==> src/rtl/sdrlib_stream_pkg.sv <==
// Shared framing definitions for the combined stream link (combiner and splitter).
// Header word: flag in the MSB, stream id just below it, payload length in the low bits.
package sdrlib_stream_pkg;

   typedef enum logic [1:0] {
      ST_IDLE    = 2'd0,
      ST_PAYLOAD = 2'd1,
      ST_ERROR   = 2'd2
   } stream_state_t;

   // Reserved word the combiner emits on an internal fault; length 127 makes it an illegal header.
   localparam logic [31:0] ERRORCODE = 32'hFFFF_FFFF;

   function automatic int unsigned flag_pos(input int unsigned wdth);
      return wdth - 1;
   endfunction

   function automatic int unsigned id_lsb(input int unsigned wdth, input int unsigned log_n);
      return wdth - 1 - log_n;
   endfunction

endpackage

==> src/rtl/stream_header_decode.sv <==
// Combinational header field extraction and legality check for one combined-stream word.
module stream_header_decode
   import sdrlib_stream_pkg::*;
#(
   parameter int unsigned N_STREAMS         = 2,
   parameter int unsigned LOG_N_STREAMS     = 1,
   parameter int unsigned WDTH              = 32,
   parameter int unsigned MAX_PACKET_LENGTH = 64,
   parameter int unsigned MSG_LENGTH_WIDTH  = 7
) (
   input  logic [WDTH-1:0]             in_data,
   output logic                        flag,
   output logic [LOG_N_STREAMS-1:0]    id,
   output logic [MSG_LENGTH_WIDTH-1:0] length,
   output logic                        header_legal
);

   localparam int unsigned FLAG_BIT = flag_pos(WDTH);
   localparam int unsigned ID_LSB   = id_lsb(WDTH, LOG_N_STREAMS);

   always_comb begin
      flag         = in_data[FLAG_BIT];
      id           = in_data[ID_LSB +: LOG_N_STREAMS];
      length       = in_data[MSG_LENGTH_WIDTH-1:0];
      header_legal = flag
                     && (32'(id) < 32'(N_STREAMS))
                     && (32'(length) <= 32'(MAX_PACKET_LENGTH));
   end

endmodule

==> src/rtl/message_stream_splitter.sv <==
// Splits a combined header/payload word stream into N_STREAMS one-hot qualified streams.
// MESSAGE_STREAM_SPLITTER_RESYNC_EN: pulse error and resynchronise instead of locking in ERROR.
module message_stream_splitter
   import sdrlib_stream_pkg::*;
#(
   parameter int unsigned N_STREAMS         = 2,
   parameter int unsigned LOG_N_STREAMS     = 1,
   parameter int unsigned WDTH              = 32,
   parameter int unsigned MAX_PACKET_LENGTH = 64,
   parameter int unsigned MSG_LENGTH_WIDTH  = 7
) (
   input  logic                 clk,
   input  logic                 rst_n,
   input  logic [WDTH-1:0]      in_data,
   input  logic                 in_nd,
   output logic [WDTH-1:0]      out_data,
   output logic [N_STREAMS-1:0] out_nd,
   output logic                 error
);

   stream_state_t                state, state_nxt;
   logic [MSG_LENGTH_WIDTH-1:0]  remaining, remaining_nxt;
   logic [LOG_N_STREAMS-1:0]     id_q, id_nxt;
   logic [WDTH-1:0]              data_nxt;
   logic [N_STREAMS-1:0]         nd_nxt;
   logic                         error_nxt;

   logic                         hdr_flag;
   logic [LOG_N_STREAMS-1:0]     hdr_id;
   logic [MSG_LENGTH_WIDTH-1:0]  hdr_len;
   logic                         hdr_legal;
   logic                         hdr_bad;

   stream_header_decode #(
      .N_STREAMS         (N_STREAMS),
      .LOG_N_STREAMS     (LOG_N_STREAMS),
      .WDTH              (WDTH),
      .MAX_PACKET_LENGTH (MAX_PACKET_LENGTH),
      .MSG_LENGTH_WIDTH  (MSG_LENGTH_WIDTH)
   ) u_decode (
      .in_data      (in_data),
      .flag         (hdr_flag),
      .id           (hdr_id),
      .length       (hdr_len),
      .header_legal (hdr_legal)
   );

   always_comb hdr_bad = !hdr_flag || !hdr_legal;

   always_ff @(posedge clk or negedge rst_n) begin
      if (!rst_n) begin
         state     <= ST_IDLE;
         remaining <= '0;
         id_q      <= '0;
         out_data  <= '0;
         out_nd    <= '0;
         error     <= 1'b0;
      end else begin
         state     <= state_nxt;
         remaining <= remaining_nxt;
         id_q      <= id_nxt;
         out_data  <= data_nxt;
         out_nd    <= nd_nxt;
         error     <= error_nxt;
      end
   end

   always_comb begin
      state_nxt     = state;
      remaining_nxt = remaining;
      id_nxt        = id_q;
      case (state)
         ST_IDLE: begin
            if (in_nd) begin
               if (hdr_bad) begin
`ifdef MESSAGE_STREAM_SPLITTER_RESYNC_EN
                  state_nxt = ST_IDLE;
`else
                  state_nxt = ST_ERROR;
`endif
               end else if (hdr_len != '0) begin
                  state_nxt     = ST_PAYLOAD;
                  remaining_nxt = hdr_len;
                  id_nxt        = hdr_id;
               end
            end
         end
         ST_PAYLOAD: begin
            if (in_nd) begin
               remaining_nxt = remaining - MSG_LENGTH_WIDTH'(1);
               if (remaining == MSG_LENGTH_WIDTH'(1)) begin
                  state_nxt = ST_IDLE;
               end
            end
         end
         default: state_nxt = state;
      endcase
   end

   always_comb begin
      data_nxt = out_data;
      nd_nxt   = '0;
      if (state == ST_PAYLOAD && in_nd) begin
         data_nxt = in_data;
         nd_nxt   = N_STREAMS'(1) << id_q;
      end
`ifdef MESSAGE_STREAM_SPLITTER_RESYNC_EN
      error_nxt = (state == ST_IDLE) && in_nd && hdr_bad;
`else
      error_nxt = (state_nxt == ST_ERROR);
`endif
   end

endmodule

==> config.mk <==
export PLATFORM = sky130hd
export DESIGN_NAME = message_stream_splitter
export DESIGN_NICKNAME = d
export VERILOG_FILES = /design/src/rtl/sdrlib_stream_pkg.sv /design/src/rtl/stream_header_decode.sv /design/src/rtl/message_stream_splitter.sv
export SDC_FILE = /design/constraint.sdc
export NUM_CORES = 1
export LEC_CHECK = 0
export ABC_AREA = 1
export ABC_CLOCK_PERIOD_IN_PS = 1400
export BUFFER_PORTS_ARGS = -buffer_cell sky130_fd_sc_hd__buf_4
export CAP_MARGIN = 10
export CORE_MARGIN = 1
export CORE_UTILIZATION = 45
export CTS_CLUSTER_SIZE = 10
export DETAILED_ROUTE_END_ITERATION = 8
export GPL_ROUTABILITY_DRIVEN = 0
export PLACE_DENSITY = 0.74
export SYNTH_ARGS = -nofsm -noshare
export SYNTH_HDL_FRONTEND = slang
export SYNTH_HIERARCHICAL = 1
export SYNTH_SLANG_ARGS = --single-unit
==> constraint.sdc <==
create_clock -name clk -period 1.4 [get_ports clk]
set_input_delay 0 -clock clk [delete_from_list [all_inputs] [get_ports clk]]
set_output_delay 0 -clock clk [all_outputs]
set_load 0.005 [all_outputs]
==> results.md, run 1 <==
* Setup crit start kind: register
* Grt total ovfl at 0
* Share of post-route cells with drive strength above 1 at 41.2%
* First-pass GRT wire length at 8020 um
* Chip width at 71.5 um
* Slew HR at 62.8%
* GRT Overall Usage at 20.5%
* Net Count, Synth at 232
* # port buffers at 69
* Met2 Track Usage GR at 35.3%
* Largest net degree at the start of global routing at 46
* LEAKAGE at 1.73 nW
* Final Hold Fails at 0
* H-tree levels at 2
* Wire length per cell at 13.7 um
* Power density over the cells at 745 nW/um2
* Outcome: completed
* CTS tree: done
* Clock sink total at 45
* Worst setup margin at 88.5 ps
* CTS buffer count at 5
* Post-CTS Setup Repair Bufs at 0
* Setup TNS at 0 ps
* Die height at 71.5 um
* Detailed placer's ending HPWL at 3180 um
* Nets at 332
* Starting density of the core at 48.3%
* Crit-path slowest cell: dfrtp_1
* M3 GR Usage at 4.36%
* Detail Route Antenna Nets at 0
* Finished Core Util at 69.6%
* # IOs at 70
* FF+latch count, synth at 45
* Max-slew violations at 0
* GR met1 Demand/Resource at 26.7%
* Syn Inst Count at 195
* Hold slack at 21.5 ps
* Vias in the first global route at 1,725
* Core box area at 4500 um2
* Die area at 5110 um2
* Site Rows at 24
* Max Root-Sink Buffers at 2
* Hold Crit Class: in2reg
* Bufs and invs on worst path at 2
* Area Growth Syn to Fin at 44.1%
* CP Class: reg2reg
* Synth Cell Area at 2170 um2
* Pint at 1.79 mW
* Crit path capture type: register
* Gr busiest metal: met2
* Syn Area/Cell at 11.2 um2
* Iter 0 DRT Violations at 106
* RSZ-0062 raised after global routing: no
* Synth unique cells at 20
* DR pass1 iterations at 4
* Peak supply drop at 0.892 mV
* Worst slack at placement at 90.4 ps
* Logic gate share of total power at 8.9%
* Clock transition at path regs at 90 ps
* Sequential power share at 55.6%
* CP Max Fanout at 10
* Switching share of power at 23.4%
* Sequential-to-total area share from yosys stat at 51.8%
* Critical Path RT at 1580 ps
* # diodes at 0
* Yosys Warn Count at 6
* Clk pwr share at 35.5%
* NetSw at 0.546 mW
* Fmax at 0.763 GHz
* Initial antenna violation count at 0
* DR DRC count at 0
* Worst slew pin tran at 558 ps
* Fin crit share at 93.7%
* Latest clock arrival within the worst-skew pair at 300 ps
* Cell family with the largest share of critical-path delay: flip-flops
* Max-Cap Viols at 0
* Setup violations, final at 0
* Vias per Instance at 4.75
* Routed via count at 1,652
* Clk root buf: clkbuf_8
* Final wirelength at 4750 um
* Clock Skews at 6.64 ps
* Min cycle time layout at 1310 ps
* Crit path DAT at 1490 ps
* Worst path cell trace: inv_2 > nor2_4 > nand2_4 > buf_4 > mux2_2
* Number of fill cells at 337
* Max stage delay on crit path at 420 ps
## layer usage
layer,part of all wire (%),vias up
li1,-,817
met1,43,788
met2,52,42
met3,3.7,5
met4,0.97,0
met5,0,-
## logic make-up (layout without fill, tap and decap cells)
group / after synthesis / in the layout / synth area share, %
and+or+nand+nor: 63 / 63 / 12.5
muxes: 32 / 32 / 21.4
adders and majority gates: 2 / 2 / 1.15
AOI/OAI and AO/OA: 16 / 16 / 4.09
buffers and inverters: 37 / 138 / 9.03
DFF: 45 / 45 / 51.8
## worst min-delay path: stages
cell and delay, ps:
buf_4 140, inv_1 50, o31ai_1 80
## area by class of cell
type / count / area (um2) / share of cell area (%)
inverter: 24 / 92.6 / 2.96
sequential: 45 / 1130 / 35.9
clock inverter: 3 / 25.0 / 0.799
timing repair buffer: 106 / 891 / 28.4
tap: 52 / 65.1 / 2.08
multi-input combinational: 113 / 865 / 27.6
clock buffer: 5 / 68.8 / 2.20
## worst paths after layout
check | from | slack (ps) | endpoint | depth (start not counted)
setup / recovery | state[0]$_DFF_PN0_ | 90 | out_data[21]$_DFFE_PN0P_ | 5
hold / removal | in_nd | 20 | state[1]$_DFF_PN0_ | 3
setup reg to reg | state[0]$_DFF_PN0_ | 90 | out_data[21]$_DFFE_PN0P_ | 5
hold reg to reg | id_q$_DFFE_PN0P_ | 500 | out_nd[0]$_DFF_PN0_ | 1
max in group asynchronous | rst_n | 770 | out_data[5]$_DFFE_PN0P_ | 2
min in group asynchronous | rst_n | 230 | out_data[19]$_DFFE_PN0P_ | 2
## timing repair
action | 4_1_cts | 5_1_grt
resized for setup | 0 | 5
endpoints found under the hold margin | 78 | 0
hold buffers | 33 | 0
setup endpoints to repair | 0 | 3
## synth_stat cells
master	count	area, um2
o31ai_1	1	7.51
ha_1	2	25.0
dfrtp_1	45	1130
mux2_2	4	45.0
buf_2	1	5.00
nor2_1	18	67.6
mux2_4	28	420
buf_6	3	33.8
nand2_2	1	6.26
a21oi_2	1	8.76
nand4_1	3	18.8
nor2_4	1	11.3
inv_1	22	82.6
a21o_1	1	7.51
nand3_1	9	45.0
o21ai_0	13	65.1
nand2_1	30	113
inv_2	2	7.51
buf_4	9	67.6
nand2_4	1	11.3
## power groups by stage
stage / registers [mW] / clock network, mW / logic, mW
finish: 1.30 / 0.828 / 0.209
global route: 1.30 / 0.917 / 0.229
CTS: 1.30 / 0.854 / 0.208
detailed placement: 1.32 / 0 / 0.135
global placement: 1.32 / 0 / 0.132
floorplan: 1.32 / 0 / 0.0397
## sequential cells by signal (all words and copies together), names as in the netlist
register and count:
error 1, id_q 1, out_data 32, out_nd 2
remaining 7, state 2
## placed cells by master (no fill, tap or decap)
cell type       n
a21o_1          1
nand4_1         3
nand3_1         9
buf_12          1
clkinv_4        1
buf_4          72
inv_6           1
clkinvlp_4      1
nand2_2         1
nand2_1        30
inv_2           3
ha_1            1
ha_4            1
inv_1          20
dlygate4sd3_1  33
mux2_2          4
inv_4           1
dfrtp_1        45
nand2_4         1
a21oi_2         1
mux2_4         28
clkbuf_8        5
nor2_1         18
o21ai_0        13
nor2_4          1
o31ai_1         1
## stage by stage
| step | area [um2] | instances | power (mW) |
|---|---|---|---|
| 2_1_floorplan | 2170 | 195 | 1.36 |
| 3_3_place_gp | 2690 | 307 | 1.46 |
| 3_5_place_dp | 2690 | 307 | 1.46 |
| 4_1_cts | 3120 | 348 | 2.36 |
| 5_1_grt | 3130 | 348 | 2.44 |
| 6_report | 3130 | 348 | 2.34 |
Note: power is estimated with default switching activity, not from simulation.
==> run 2: changes to the inputs <==
--- a/config.mk
+++ b/config.mk
@@ -9,12 +9,13 @@
 export ABC_CLOCK_PERIOD_IN_PS = 1400
 export BUFFER_PORTS_ARGS = -buffer_cell sky130_fd_sc_hd__buf_4
 export CAP_MARGIN = 10
-export CORE_MARGIN = 1
+export CORE_MARGIN = 8
 export CORE_UTILIZATION = 45
 export CTS_CLUSTER_SIZE = 10
 export DETAILED_ROUTE_END_ITERATION = 8
 export GPL_ROUTABILITY_DRIVEN = 0
 export PLACE_DENSITY = 0.74
+export SETUP_SLACK_MARGIN = 0.15
 export SYNTH_ARGS = -nofsm -noshare
 export SYNTH_HDL_FRONTEND = slang
 export SYNTH_HIERARCHICAL = 1
==> run 2 against run 1 <==
Compared with the run above:
- hold slack improved by 1.3 ps
- die area grew 43%
- combinational power barely moved
- non-clock buffer count is 3 higher
- first-iteration DRC count shrank 34%
- clock skew hardly changed
- critical endpoint is now out_data[1]$_DFFE_PN0P_
- largest cell class unchanged
- largest power group unchanged
==> results.md, run 2 (synthesis gave the netlist of run 1 again) <==
* Fmax at 0.784 GHz (+2.9%)
* Grt total ovfl at 0 (unchanged)
* Iter 0 DRT Violations at 70 (-34%)
* Starting density of the core at 46.3% (-1.9 points)
* Setup violations, final at 0 (unchanged)
* Clk root buf: clkbuf_8
* Clock sink total at 45 (unchanged)
* Max-Cap Viols at 0 (unchanged)
* Final instance area at 3210 um2 (+2.6%)
* Slew HR at 62.3% (-0.46 points)
* DP Area at 2710 um2 (+0.56%)
* Core box area at 4690 um2 (+4.2%)
* Most common cell after layout, fill and taps aside: buf_4
* Final Hold Fails at 0 (unchanged)
* Area Growth Syn to Fin at 47.8%
* Initial antenna violation count at 0 (unchanged)
* Min cycle time layout at 1280 ps (-36.5 ps)
* DR pass1 iterations at 4 (unchanged)
* Wire length per cell at 14.8 um (+8.4%)
* Detail Route Antenna Nets at 0 (unchanged)
* LEAKAGE at 1.76 nW (+2.0%)
* R2R Path End: out_data[1]$_DFFE_PN0P_
* Critical Path RT at 1590 ps (about the same)
* DR DRC count at 0 (unchanged)
* First-pass GRT wire length at 8780 um (+9.5%)
* Number of fill cells at 348 (+3.3%)
* Share of post-route cells with drive strength above 1 at 42.3% (+1.1 points)
* M3 GR Usage at 5.64% (+1.3 points)
* Tot Pwr at 2.48 mW (+6.3%)
* Routed via count at 1,741 (+5.4%)
* Reg2reg start: state[0]$_DFF_PN0_
* Hold wc startpoint: in_nd
* GR met1 Demand/Resource at 17.5% (-9.2 points)
* FF-to-FF setup slack at 120 ps (+40 ps)
* Die area at 7310 um2 (+43%)
* Die height at 85.5 um (+20%)
* Hold-critical path depth at 3 (unchanged)
* Max-slew violations at 0 (unchanged)
* Largest net degree at the start of global routing at 46 (unchanged)
* GRT Overall Usage at 14.9% (-5.6 points)
* Fin crit share at 91.1% (-2.6 points)
* Most flops, register: out_data
* Nets at 336 (+1.2%)
* Detailed placer's ending HPWL at 3430 um (+8.1%)
* Final wirelength at 5240 um (+10%)
* Max reg flops at 32 (unchanged)
* Clock Skews at 6.68 ps (+0.0413 ps)
* Hold Crit Class: in2reg
* Clock transition at path regs at 80 ps (about the same)
* Chip width at 85.5 um (+20%)
* Crit path capture type: register
* CTS buffer count at 5 (unchanged)
* Outcome: completed
* Crit path DAT at 1460 ps (-30 ps)
* Worst slew pin tran at 565 ps (+6.89 ps)
* Met2 Track Usage GR at 23.6% (-12 points)
* Max Root-Sink Buffers at 2 (unchanged)
* # IOs at 70 (unchanged)
* CP Class: reg2reg
* Gr busiest metal: met2
* Latest clock arrival within the worst-skew pair at 300 ps (about the same)
* Vias per Instance at 4.92 (+3.6%)
* Most frequent cells in the layout: buf_4, dfrtp_1, dlygate4sd3_1, nand2_1, mux2_4
* CTS tree: done
* Setup TNS at 0 ps (unchanged)
* Largest regs: out_data (32), remaining (7)
* Vias in the first global route at 1,861 (+7.9%)
* Worst Reg-to-Reg Cells at 5 (unchanged)
* H-tree levels at 2 (unchanged)
* # port buffers at 69 (unchanged)
* Peak supply drop at 0.518 mV (-42%)
* RSZ-0062 raised after global routing: yes
* Site Rows at 25 (+4.2%)
* Setup crit start kind: register
* CP Max Fanout at 15 (+5)
* Hold Crit Endpoint: state[1]$_DFF_PN0_
* Power density over the cells at 773 nW/um2 (+3.7%)
* # diodes at 0 (unchanged)
[run 2: final cells by class]
type | instances | area, um2 | share of cell area [%]
Clock buffer | 6 | 72.6 | 2.26
Clock inverter | 2 | 38.8 | 1.21
Inverter | 24 | 92.6 | 2.88
Multi-Input combinational cell | 113 | 875 | 27.2
Sequential cell | 45 | 1130 | 35.0
Tap cell | 54 | 67.6 | 2.10
Timing Repair Buffer | 109 | 933 | 29.0
Timing Repair inverter | 1 | 7.51 | 0.234
[run 2: through the flow]
| stage | utilization [%] | std cells | setup WS [ps] | hold WS (ps) |
|---|---|---|---|---|
| 6_report | 68.5 | 354 | 125 | 22.9 |
| 5_1_grt | 68.5 | 354 | 86.5 | 19.3 |
| 4_1_cts | 67.4 | 351 | 122 | 10.8 |
| 3_5_place_dp | 57.7 | 309 | 97.5 | 41.8 |
| 3_3_place_gp | 57.7 | 309 | 128 | 43.2 |
| 2_1_floorplan | - | 195 | 187 | -296 |
[run 2: worst max path at each step]
stage                              from                  endpoint  slack [ps]  cells past startpoint
2_1_floorplan        state[1]$_DFF_PN0_   out_data[0]$_DFFE_PN0P_         190                      4
3_3_place_gp                 in_data[0]  remaining[0]$_DFFE_PN0P_         130                     11
3_5_place_dp   remaining[0]$_DFFE_PN0P_  remaining[2]$_DFFE_PN0P_         100                      8
4_1_cts              state[0]$_DFF_PN0_  out_data[21]$_DFFE_PN0P_         120                      5
5_1_grt              state[0]$_DFF_PN0_  remaining[3]$_DFFE_PN0P_          90                      8
6_report             state[0]$_DFF_PN0_   out_data[1]$_DFFE_PN0P_         120                      5
[run 2: timing repair]
action	4_1_cts	5_1_grt
cloned	0	1
endpoints found under the setup margin	23	39
resized for setup	3	14
endpoints found under the hold margin	78	0
hold buffers	33	0
pin swaps	0	2
setup buffers	1	2
[run 2: worst max-delay path, stage by stage, from the launching register on]
cell and delay (ps):
dfrtp_1 390, inv_2 70, nor2_4 140, nand2_4 100, buf_12 170, mux2_4 300
[run 2: where the power goes]
group,internal (mW),switching [mW],total (mW)
logic,0.131,0.0788,0.210
registers,1.30,0,1.30
clock network,0.536,0.439,0.975
total,1.96,0.518,2.48
[run 2: layer usage]
metal	vias up	share of wire [%]	routed length [um]
met3	14	7.8	410
li1	828	-	-
met4	0	3.0	157
met1	830	42	2200
met5	-	0	0
met2	69	47	2470
